File: src/rtl/mux_4x1_pkg.sv
// Shared constants, select-code enum and lane extraction helper for the
// 4-to-1 lane selector.
package mux_4x1_pkg;

   localparam int NUM_IN = 4;
   localparam int SEL_W  = 2;

   // Widest lane lane_of() can extract; instances must keep WIDTH <= MAX_W.
   localparam int MAX_W  = 1024;

   typedef enum logic [SEL_W-1:0] {
      SEL_L0 = 2'd0,
      SEL_L1 = 2'd1,
      SEL_L2 = 2'd2,
      SEL_L3 = 2'd3
   } sel_e;

   typedef logic [NUM_IN*MAX_W-1:0] lanes_t;
   typedef logic [MAX_W-1:0]        lane_t;

   // Returns lane k of a packed lane vector whose lanes are `width` bits wide.
   // Bits above `width` in the result are zero.
   function automatic lane_t lane_of(input lanes_t      i,
                                     input int unsigned width,
                                     input logic [SEL_W-1:0] k);
      lanes_t shifted;
      shifted = i >> (32'(k) * width);
      return lane_t'(shifted) & ~({MAX_W{1'b1}} << width);
   endfunction

endpackage : mux_4x1_pkg

File: src/rtl/mux_sel_decode.sv
// 2-to-4 one-hot decoder for the lane select; exactly one output bit is set
// for every legal select code.
module mux_sel_decode
   import mux_4x1_pkg::*;
(
   input  logic [SEL_W-1:0]  s,
   output logic [NUM_IN-1:0] sel_oh
);

   always_comb begin
      // NOTE: assigning a default before the case guarantees every path
      // drives sel_oh, so no latch can be inferred.
      sel_oh = '0;
      case (sel_e'(s))
         SEL_L0:  sel_oh[0] = 1'b1;
         SEL_L1:  sel_oh[1] = 1'b1;
         SEL_L2:  sel_oh[2] = 1'b1;
         SEL_L3:  sel_oh[3] = 1'b1;
         default: sel_oh    = '0;
      endcase
   end

endmodule : mux_sel_decode

File: src/rtl/mux_4x1.sv
// 4-to-1 lane selector: combinational output y, a registered copy y_q with
// capture enable, and the one-hot select decode.
module mux_4x1
   import mux_4x1_pkg::*;
#(
   parameter int          WIDTH     = 1,
   parameter int unsigned RESET_VAL = 0
) (
   input  logic                    clk,
   input  logic                    rst_n,
   input  logic [NUM_IN*WIDTH-1:0] i,
   input  logic [SEL_W-1:0]        s,
   input  logic                    en,
   output logic [WIDTH-1:0]        y,
   output logic [WIDTH-1:0]        y_q,
   output logic                    q_valid,
   output logic [NUM_IN-1:0]       sel_oh
);

   logic [WIDTH-1:0] lane [NUM_IN];

   mux_sel_decode u_decode (
      .s      (s),
      .sel_oh (sel_oh)
   );

   for (genvar k = 0; k < NUM_IN; k++) begin : g_lane
      assign lane[k] = WIDTH'(lane_of(lanes_t'(i), WIDTH, SEL_W'(k)));
   end

   // AND-OR mux: the one-hot gate lets at most one lane reach the OR tree.
   always_comb begin
      y = '0;
      for (int k = 0; k < NUM_IN; k++) begin
         y = y | (lane[k] & {WIDTH{sel_oh[k]}});
      end
   end

   // Reset is sampled on the clock edge and overrides the capture enable.
   always_ff @(posedge clk) begin
      // NOTE: non-blocking assignments make y_q and q_valid update together
      // from values sampled at the edge, independent of statement order.
      if (!rst_n) begin
         y_q     <= WIDTH'(RESET_VAL);
         q_valid <= 1'b0;
      end else if (en) begin
         y_q     <= y;
         q_valid <= 1'b1;
      end
   end

endmodule : mux_4x1

File: config.mk
export PLATFORM = sky130hd
export DESIGN_NAME = mux_4x1
export DESIGN_NICKNAME = d
export VERILOG_FILES = /design/src/rtl/mux_4x1_pkg.sv /design/src/rtl/mux_sel_decode.sv /design/src/rtl/mux_4x1.sv
export SDC_FILE = /design/constraint.sdc
export NUM_CORES = 1
export LEC_CHECK = 0
export BUFFER_PORTS_ARGS = -buffer_cell sky130_fd_sc_hd__buf_2
export CAP_MARGIN = 30
export CORE_AREA = 5 5 42 44
export CTS_CLUSTER_SIZE = 24
export DETAILED_ROUTE_END_ITERATION = 7
export DIE_AREA = 0 0 47 49
export PLACE_DENSITY = 0.39
export SETUP_SLACK_MARGIN = 0.2
export SYNTH_ARGS = -nofsm -noshare
export SYNTH_HDL_FRONTEND = slang
export SYNTH_SLANG_ARGS = --single-unit
File: constraint.sdc
create_clock -name clk -period 1.2 [get_ports clk]
set_clock_uncertainty 0.15 [all_clocks]
set_input_delay 0.24 -clock clk [delete_from_list [all_inputs] [get_ports clk]]
set_output_delay 0.24 -clock clk [all_outputs]
set_load 0.02 [all_outputs]
==> key figures, run 1 <==
Floorplanning
  – Die width: 47 um
  – Initial Util: 0.09286
  – Chip Height: 49 um
  – Core area: 1401 um2
  – DIE AREA: 2303 um2
  – Num ports: 16
  – # rows: 14

Global routing
  – Largest net degree at the start of global routing: 7
  – Initial antenna violation count: 0
  – All-Layer GR Usage: 0.05990
  – Vias in the first global route: 227
  – Total grt overflow: 0
  – First-pass GRT wire length: 903 um

Clock tree
  – CTS H-tree lvls: 1
  – CTS Root Cell: clkbuf_4
  – Maximum root-to-sink buffer count: 2
  – Clk_lat worst skew: 0.22 ns
  – CTS Buf Count: 3
  – Reg clk slew, reported paths: 0.03 ns
  – CTS Hold Bufs: 0
  – Clk sink count: 2
  – CTS tree: yes

Placement
  – # port buffers: 15
  – Post-place setup slack: -0.1858 ns
  – GPL Wtd Cong: 0.5922
  – Placed cell count: 48

Drt
  – M1 WL: 185 um
  – Via Count: 204
  – Via-to-Cell Ratio: 3.849
  – DRC errors left: 0
  – WL final: 547 um
  – Routed wl met3: 113 um
  – Drt first pass iters: 1
  – Met2 wire len: 249 um
  – Antenna Violating Nets Remaining: 0
  – Iter 0 DRT Violations: 0
  – Routed wire per std cell: 10.32 um
  – Max Used Layer: met3

Pwr
  – Worst VDD drop: 0.4940 mV
  – Total power: 363.1 uW
  – PwrDens: 951.4 nW/um2
  – Leakage dissipation: 0.0001707 uW

Layout
  – Nets: 48
  – Area grow syn2layout: 193.3%
  – # diodes: 0
  – Layout cell share with drive strength beyond 1: 0.8108
  – Final design utilization: 0.2723
  – Post-Layout Cell Count: 53

Yosys
  – Syn_nets: 23
  – Synth area leader: dfxtp_1
  – Synth unique cells: 10
  – Cell count after synthesis: 14
  – Post-synthesis sequential area ratio: 0.3077
  – Syn avg cell area: 9.295 um2
  – #FFs+latches synth: 2
  – Number of warning messages in the yosys log: 0
  – Synth Cell Area: 130.1 um2
  – Largest cells by area after synthesis: dfxtp_1 (31%), mux2i_1 (23%), nand3b_1 (12%)
  – Synth top area share: 0.3077

Timing
  – Pins Over Slew Limit: 0
  – Final hold vios: 0
  – Fmax: 0.8314 GHz
  – Final setup vio count: 1
  – Actual slew at the worst max-slew pin: 0.1801 ns
  – Period utilisation layout: 1.002
  – RSZ-0062 raised after global routing: yes
  – Worst setup margin: -0.002741 ns
  – Max_slew headroom: 0.8774
  – Min cycle time layout: 1.203 ns

Critical path
  – Slowest cell delay on critical path: 0.19 ns
  – Crit Path Max Fanout: 5
  – Critical path type: input port to output port
  – Worst path slowest cell: mux2i_4
  – Worst EP arrival: 0.81 ns
  – Most frequent CP cell: mux2i_4
  – Top delay family on crit path: multiplexers
  – CP required: 0.81 ns
  – Crit start category: input port
  – CP cell instances: buf_12 > mux2i_4 > mux2i_4 > buf_6
  – Worst setup EP type: output port
  – WP buf/inv: 2

Run
  – Max_cap viols: 0

Status
  – Status: finished, violations left
  – Failing checks: setup timing

Hold path
  – Min-Delay Path Class: input port to flop
through the flow:
step	cell area [um2]	TNS (ns)	hold slack (ns)
floorplan	158.9	0	0.2078
global placement	276.5	-0.2730	0.2852
detailed placement	276.5	-0.2850	0.2878
CTS	367.9	-0.009457	0.1111
global route	381.6	-0.01936	0.1175
finish	381.6	-0.002741	0.1223
cell type report:
type	count	area, um2
Clock buffer	3	22.52
Fill cell	146	1020
Multi-Input combinational cell	12	132.6
Sequential cell	2	42.54
Tap cell	16	20.02
Timing Repair Buffer	20	163.9
layer usage:
layer / track usage / vias up
met5: 0 / -
met2: 0.07466 / 15
met4: 0.06912 / 0
met3: 0.05166 / 0
li1: - / 98
met1: 0.05066 / 91
state kept, by name, summed over array words and instances, names as in the netlist:
| name | cells |
|---|---|
| q_valid | 1 |
| y_q | 1 |
placed cells by master (no fill, tap or decap), types with 2 or more instances in the layout:
cell and instances:
mux2i_4 3, nand3b_1 2, buf_2 7, dfxtp_2 2, buf_4 7, buf_6 5
clkbuf_4 3
cell usage after synthesis, drive strengths merged:
cell type / count
nand3: 1
dfxtp: 2
nand3b: 2
o221ai: 1
mux2i: 3
and2: 1
nor2b: 1
and2b: 1
o21a: 1
nor2: 1
timing repair:
action,CTS,global route
setup endpoints to repair,8,7
gates resized for setup,19,2
hold endpoints to repair,0,0
buffers inserted,1,1
pin swaps,1,0
power breakdown:
group | internal, uW | switching (uW)
sequential | 73.2 | 3.25
combinational | 79.9 | 58.8
clock | 110 | 37.6
total | 263 | 99.7
final timing paths:
path	cells after the start	to	slack (ns)	start
worst max-delay path	4	y	-0.003	s[1]
worst min-delay path	2	q_valid	0.12	rst_n
worst max register to register	2	y_q	0.43	y_q
worst min register to register	1	q_valid	0.30	q_valid
cells by family (layout without fill, tap and decap cells):
kind of cell	count (synthesis)	in the layout	synth area share
AND/OR/NAND/NOR	7	7	0.3365
multiplexers	3	3	0.2308
AO/OA/AOI/OAI	2	2	0.1250
flip-flops	2	2	0.3077
buffers and inverters	0	23	0
Note: power is estimated with default switching activity, not from simulation.
==> run 2, diff against run 1 <==
--- a/config.mk
+++ b/config.mk
@@ -12,6 +12,7 @@
 export DETAILED_ROUTE_END_ITERATION = 7
 export DIE_AREA = 0 0 47 49
 export PLACE_DENSITY = 0.39
+export REMOVE_ABC_BUFFERS = 1
 export SETUP_SLACK_MARGIN = 0.2
 export SYNTH_ARGS = -nofsm -noshare
 export SYNTH_HDL_FRONTEND = slang
==> key figures, run 2 (synthesized netlist as in run 1, its figures left out) <==
Status
  – Status: finished, violations left
  – Failing checks: setup timing

Clock tree
  – Clk_lat worst skew: 0.23 ns (about the same)
  – CTS Root Cell: clkbuf_4
  – Reg clk slew, reported paths: 0.03 ns (about the same)
  – CTS tree: yes
  – CTS Hold Bufs: 0 (unchanged)
  – CTS Buf Count: 3 (unchanged)
  – Maximum root-to-sink buffer count: 2 (unchanged)
  – CTS H-tree lvls: 1 (unchanged)
  – Clk sink count: 2 (unchanged)

Placement
  – # port buffers: 15 (unchanged)
  – Post-DP HPWL: 419.1 um
  – Dpl cell area: 247.7 um2 (-10%)
  – Placed cell count: 48 (unchanged)
  – GPL Wtd Cong: 0.6882 (+16%)

Timing
  – Min cycle time layout: 1.214 ns (+0.01102 ns)
  – Worst setup margin: -0.01376 ns (-0.01102 ns)
  – Final setup vio count: 1 (unchanged)
  – Period utilisation layout: 1.011 (+0.009186)
  – Fmax: 0.8239 GHz (-0.91%)
  – Max_slew headroom: 0.9147 (+0.03736)
  – Pins Over Slew Limit: 0 (unchanged)
  – Setup TNS: -0.01376 ns (-0.01102 ns)
  – RSZ-0062 raised after global routing: yes
  – Final hold vios: 0 (unchanged)
  – Actual slew at the worst max-slew pin: 0.1243 ns (-0.05575 ns)

Layout
  – # diodes: 0 (unchanged)
  – Nets: 49 (+2.1%)
  – Register area: 42.54 um2 (unchanged)
  – Layout cell share with drive strength beyond 1: 0.7632 (-0.04765)
  – Commonest non-fill, non-tap cell in the layout: buf_4
  – Area grow syn2layout: 192.3%
  – Final design utilization: 0.2714 (-0.0008920)
  – Most frequent cells in the layout: buf_4 (9), buf_2 (6), buf_6 (5)
  – Fillers: 155 (+6.2%)
  – Post-Layout Cell Count: 54 (+1.9%)
  – Area of the multi-input gates: 121.4 um2 (-8.5%)
  – Top flop regs: q_valid (1), y_q (1)
  – Post-route cell area: 380.4 um2 (-0.33%)

Critical path
  – Worst setup EP type: output port
  – CP required: 0.81 ns (about the same)
  – Crit start category: input port
  – Crit Path Max Fanout: 5 (unchanged)
  – Worst EP arrival: 0.82 ns (about the same)
  – Critical path type: input port to output port

Pwr
  – Leakage dissipation: 0.0001761 uW (+3.2%)
  – PwrDens: 964.1 nW/um2 (+1.3%)
  – Total power: 366.7 uW (+1.0%)
  – Worst VDD drop: 0.3444 mV (-30%)

Drt
  – Via Count: 199 (-2.5%)
  – Routed wl met3: 128 um (+13%)
  – Routed wire per std cell: 10.63 um (+3.0%)
  – Max Used Layer: met3
  – Antenna Violating Nets Remaining: 0 (unchanged)
  – DRC errors left: 0 (unchanged)
  – M1 WL: 250 um (+35%)
  – WL final: 574 um (+4.9%)
  – Iter 0 DRT Violations: 0 (unchanged)
  – Drt first pass iters: 1 (unchanged)
  – Via-to-Cell Ratio: 3.685 (-4.3%)
  – Met2 wire len: 195 um (-22%)

Floorplanning
  – Num ports: 16 (unchanged)
  – Chip Height: 49 um (unchanged)
  – Die width: 47 um (unchanged)
  – DIE AREA: 2303 um2 (unchanged)
  – # rows: 14 (unchanged)
  – Core area: 1401 um2 (unchanged)
  – Initial Util: 0.09286 (unchanged)

Global routing
  – Vias in the first global route: 189 (-17%)
  – Total grt overflow: 0 (unchanged)
  – First-pass GRT wire length: 828 um (-8.3%)
  – Initial antenna violation count: 0 (unchanged)
  – Largest net degree at the start of global routing: 8 (+1)
  – All-Layer GR Usage: 0.05837 (-0.001533)

Hold path
  – Min-Delay Path Class: input port to flop

Run
  – Max_cap viols: 0 (unchanged)
[run 2: critical path, stage by stage]
cell and delay [ns]:
buf_12 0.11, mux2i_4 0.17, mux2i_1 0.13, buf_4 0.16
[run 2: worst paths after layout]
check | endpoint | slack, ns | cells past startpoint | start
worst max-delay path | y | -0.01 | 4 | s[1]
worst min-delay path | q_valid | 0.11 | 2 | en
worst max register to register | y_q | 0.42 | 2 | y_q
worst min register to register | q_valid | 0.30 | 1 | q_valid
[run 2: power by group]
group | switching [uW] | total, uW | internal, uW
sequential | 3.40 | 76.5 | 73.1
clock | 44.7 | 156 | 111
combinational | 55.8 | 135 | 78.8
total | 104 | 367 | 263
[run 2: area by class of cell]
class	instances	share of cell area
repair buffers	21	0.4572
multi-input cells	12	0.3191
clock buffers	3	0.05921
flip-flops and latches	2	0.1118
well taps	16	0.05263
[run 2: layer usage]
metal | track usage | up-vias
met5 | 0 | -
met4 | 0.01382 | 0
met3 | 0.08487 | 0
met2 | 0.05882 | 20
met1 | 0.06783 | 79
li1 | - | 100
[run 2: repair_timing]
item | CTS | global route
setup endpoints to repair | 7 | 7
setup buffers | 2 | 1
gates resized for setup | 18 | 6
[run 2: per-stage QoR]
step / setup slack [ns] / hold slack, ns
after floorplan: 0.07859 / 0.2078
after global placement: -0.08844 / 0.2932
after detailed placement: -0.07990 / 0.2935
after CTS: 0.01159 / 0.1036
after global routing: -0.04935 / 0.1309
final: -0.01376 / 0.1146
==> run 3, diff against run 2 <==
--- a/config.mk
+++ b/config.mk
@@ -14,6 +14,7 @@
 export PLACE_DENSITY = 0.39
 export REMOVE_ABC_BUFFERS = 1
 export SETUP_SLACK_MARGIN = 0.2
+export SKIP_LAST_GASP = 1
 export SYNTH_ARGS = -nofsm -noshare
 export SYNTH_HDL_FRONTEND = slang
 export SYNTH_SLANG_ARGS = --single-unit
==> constraint.sdc (replaced) <==
create_clock -name clk -period 1.3 [get_ports clk]
set_clock_uncertainty 0.15 [all_clocks]
set_input_delay 0.26 -clock clk [delete_from_list [all_inputs] [get_ports clk]]
set_output_delay 0.26 -clock clk [all_outputs]
set_load 0.02 [all_outputs]
==> key figures, run 3 (synthesized netlist as in run 1, its figures left out) <==
Floorplanning
  – Die width: 47 um (unchanged)
  – DIE AREA: 2303 um2 (unchanged)
  – # rows: 14 (unchanged)
  – Num ports: 16 (unchanged)
  – Core area: 1401 um2 (unchanged)
  – Initial Util: 0.09286 (unchanged)
  – Chip Height: 49 um (unchanged)

Critical path
  – R2R depth: 2 (unchanged)
  – Worst setup EP type: output port
  – Critical path type: input port to output port
  – Worst EP arrival: 0.84 ns (+0.02 ns)
  – Flop2flop setup slack: 0.51 ns (+0.09 ns)
  – Reg-to-Reg Start: y_q
  – CP Capture Point: y
  – Crit Path Max Fanout: 5 (unchanged)
  – Worst r2r dst: y_q
  – CP required: 0.89 ns (+0.08 ns)
  – Worst setup path startpoint: s[1]
  – Crit start category: input port

Placement
  – Post-DP HPWL: 419.1 um (unchanged)
  – GPL Wtd Cong: 0.6882 (unchanged)
  – Post-place setup slack: -0.01990 ns (+0.06000 ns)
  – # port buffers: 15 (unchanged)

Timing
  – Final hold vios: 0 (unchanged)
  – Period utilisation layout: 0.9648
  – Min cycle time layout: 1.254 ns
  – Setup TNS: 0 ns (+0.01376 ns)
  – Actual slew at the worst max-slew pin: 0.1244 ns (+0.0001016 ns)
  – Pins Over Slew Limit: 0 (unchanged)
  – Worst setup margin: 0.04582 ns (+0.05958 ns)
  – RSZ-0062 raised after global routing: yes
  – Max_slew headroom: 0.9147 (about the same)
  – Fmax: 0.7973 GHz
  – Fin Hold WS: 0.1362 ns (+0.02162 ns)
  – Final setup vio count: 0 (-1)

Drt
  – Iter 0 DRT Violations: 1 (+1)
  – Antenna Violating Nets Remaining: 0 (unchanged)
  – DRC errors left: 0 (unchanged)
  – Routed wire per std cell: 10.46 um (-1.6%)
  – WL final: 565 um (-1.6%)
  – Drt first pass iters: 4 (+3)
  – Via Count: 197 (-1.0%)
  – Via-to-Cell Ratio: 3.648 (-1.0%)

Clock tree
  – CTS tree: yes
  – Clk_lat worst skew: 0.23 ns (about the same)
  – CTS H-tree lvls: 1 (unchanged)
  – Maximum root-to-sink buffer count: 2 (unchanged)
  – CTS Root Cell: clkbuf_4
  – Reg clk slew, reported paths: 0.03 ns (about the same)
  – CTS Hold Bufs: 0 (unchanged)
  – CTS Buf Count: 3 (unchanged)
  – Clk sink count: 2 (unchanged)

Layout
  – # diodes: 0 (unchanged)
  – Final design utilization: 0.2625 (-0.008929)
  – Layout cell share with drive strength beyond 1: 0.7368 (-0.02632)
  – Top flop regs: q_valid (1), y_q (1)
  – Fillers: 160 (+3.2%)
  – Nets: 49 (unchanged)
  – Area grow syn2layout: 182.7%
  – Most frequent cells in the layout: buf_4 (9), buf_2 (7), buf_6 (4)
  – Commonest non-fill, non-tap cell in the layout: buf_4

Global routing
  – Total grt overflow: 0 (unchanged)
  – All-Layer GR Usage: 0.05907 (+0.0007032)
  – Initial antenna violation count: 0 (unchanged)
  – First-pass GRT wire length: 834 um (+0.72%)
  – Largest net degree at the start of global routing: 8 (unchanged)
  – Vias in the first global route: 189 (unchanged)

Pwr
  – PwrDens: 907.0 nW/um2 (-5.9%)
  – Total power: 333.6 uW (-9.0%)
  – Leakage dissipation: 0.0001735 uW (-1.5%)
  – Worst VDD drop: 0.3081 mV (-11%)

Run
  – Max_cap viols: 0 (unchanged)

Status
  – Status: finished, final reports clean

Hold path
  – Min-Delay Path Class: input port to flop
[run 3: changes by cell type in the layout (fill, tap and decap cells not counted)]
cell	previous run	this run
o221ai_1	0	1
buf_6	5	4
o221ai_2	1	0
buf_2	6	7
[run 3: layout make-up]
cell class,instances,area (um2),area share
clock buffers,3,22.52,0.06122
multi-input cells,12,115.1,0.3129
flip-flops and latches,2,42.54,0.1156
well taps,16,20.02,0.05442
repair buffers,21,167.7,0.4558
[run 3: worst max-delay path, stage by stage]
cell and delay (ns):
buf_12 0.11, mux2i_4 0.17, mux2i_1 0.13, buf_4 0.16
[run 3: how the worst min path moves through the flow]
stage / start / endpoint / slack, ns / depth (start not counted)
after floorplan: rst_n / q_valid / 0.23 / 1
after global placement: q_valid / q_valid / 0.29 / 1
after global routing: en / q_valid / 0.15 / 2
final: en / q_valid / 0.14 / 2
after detailed placement: q_valid / q_valid / 0.29 / 1
after CTS: en / q_valid / 0.12 / 2
[run 3: through the flow]
step | std cells | instance area (um2)
2_1_floorplan | 14 | 130.1
3_3_place_gp | 48 | 247.7
3_5_place_dp | 48 | 247.7
4_1_cts | 53 | 324.1
5_1_grt | 54 | 367.9
6_report | 54 | 367.9
[run 3: power breakdown]
part | internal, uW | switching, uW | total (uW)
combinational | 69.8 | 49.7 | 120
clock | 102 | 41.0 | 143
sequential | 67.5 | 3.17 | 70.7
[run 3: repair_timing]
action	in CTS	in global routing
hold endpoints to repair	0	0
setup endpoints to repair	7	6
gates cloned	0	0
pin swaps	0	0
buffers inserted	2	1
gates resized for setup	14	7
[run 3: routing by layer]
metal / GRT usage / vias up / wire [um]
met5: 0 / - / 0
met4: 0.01382 / 0 / 0
met3: 0.08487 / 0 / 135
met2: 0.05882 / 20 / 183
met1: 0.07002 / 76 / 246
li1: - / 101 / -
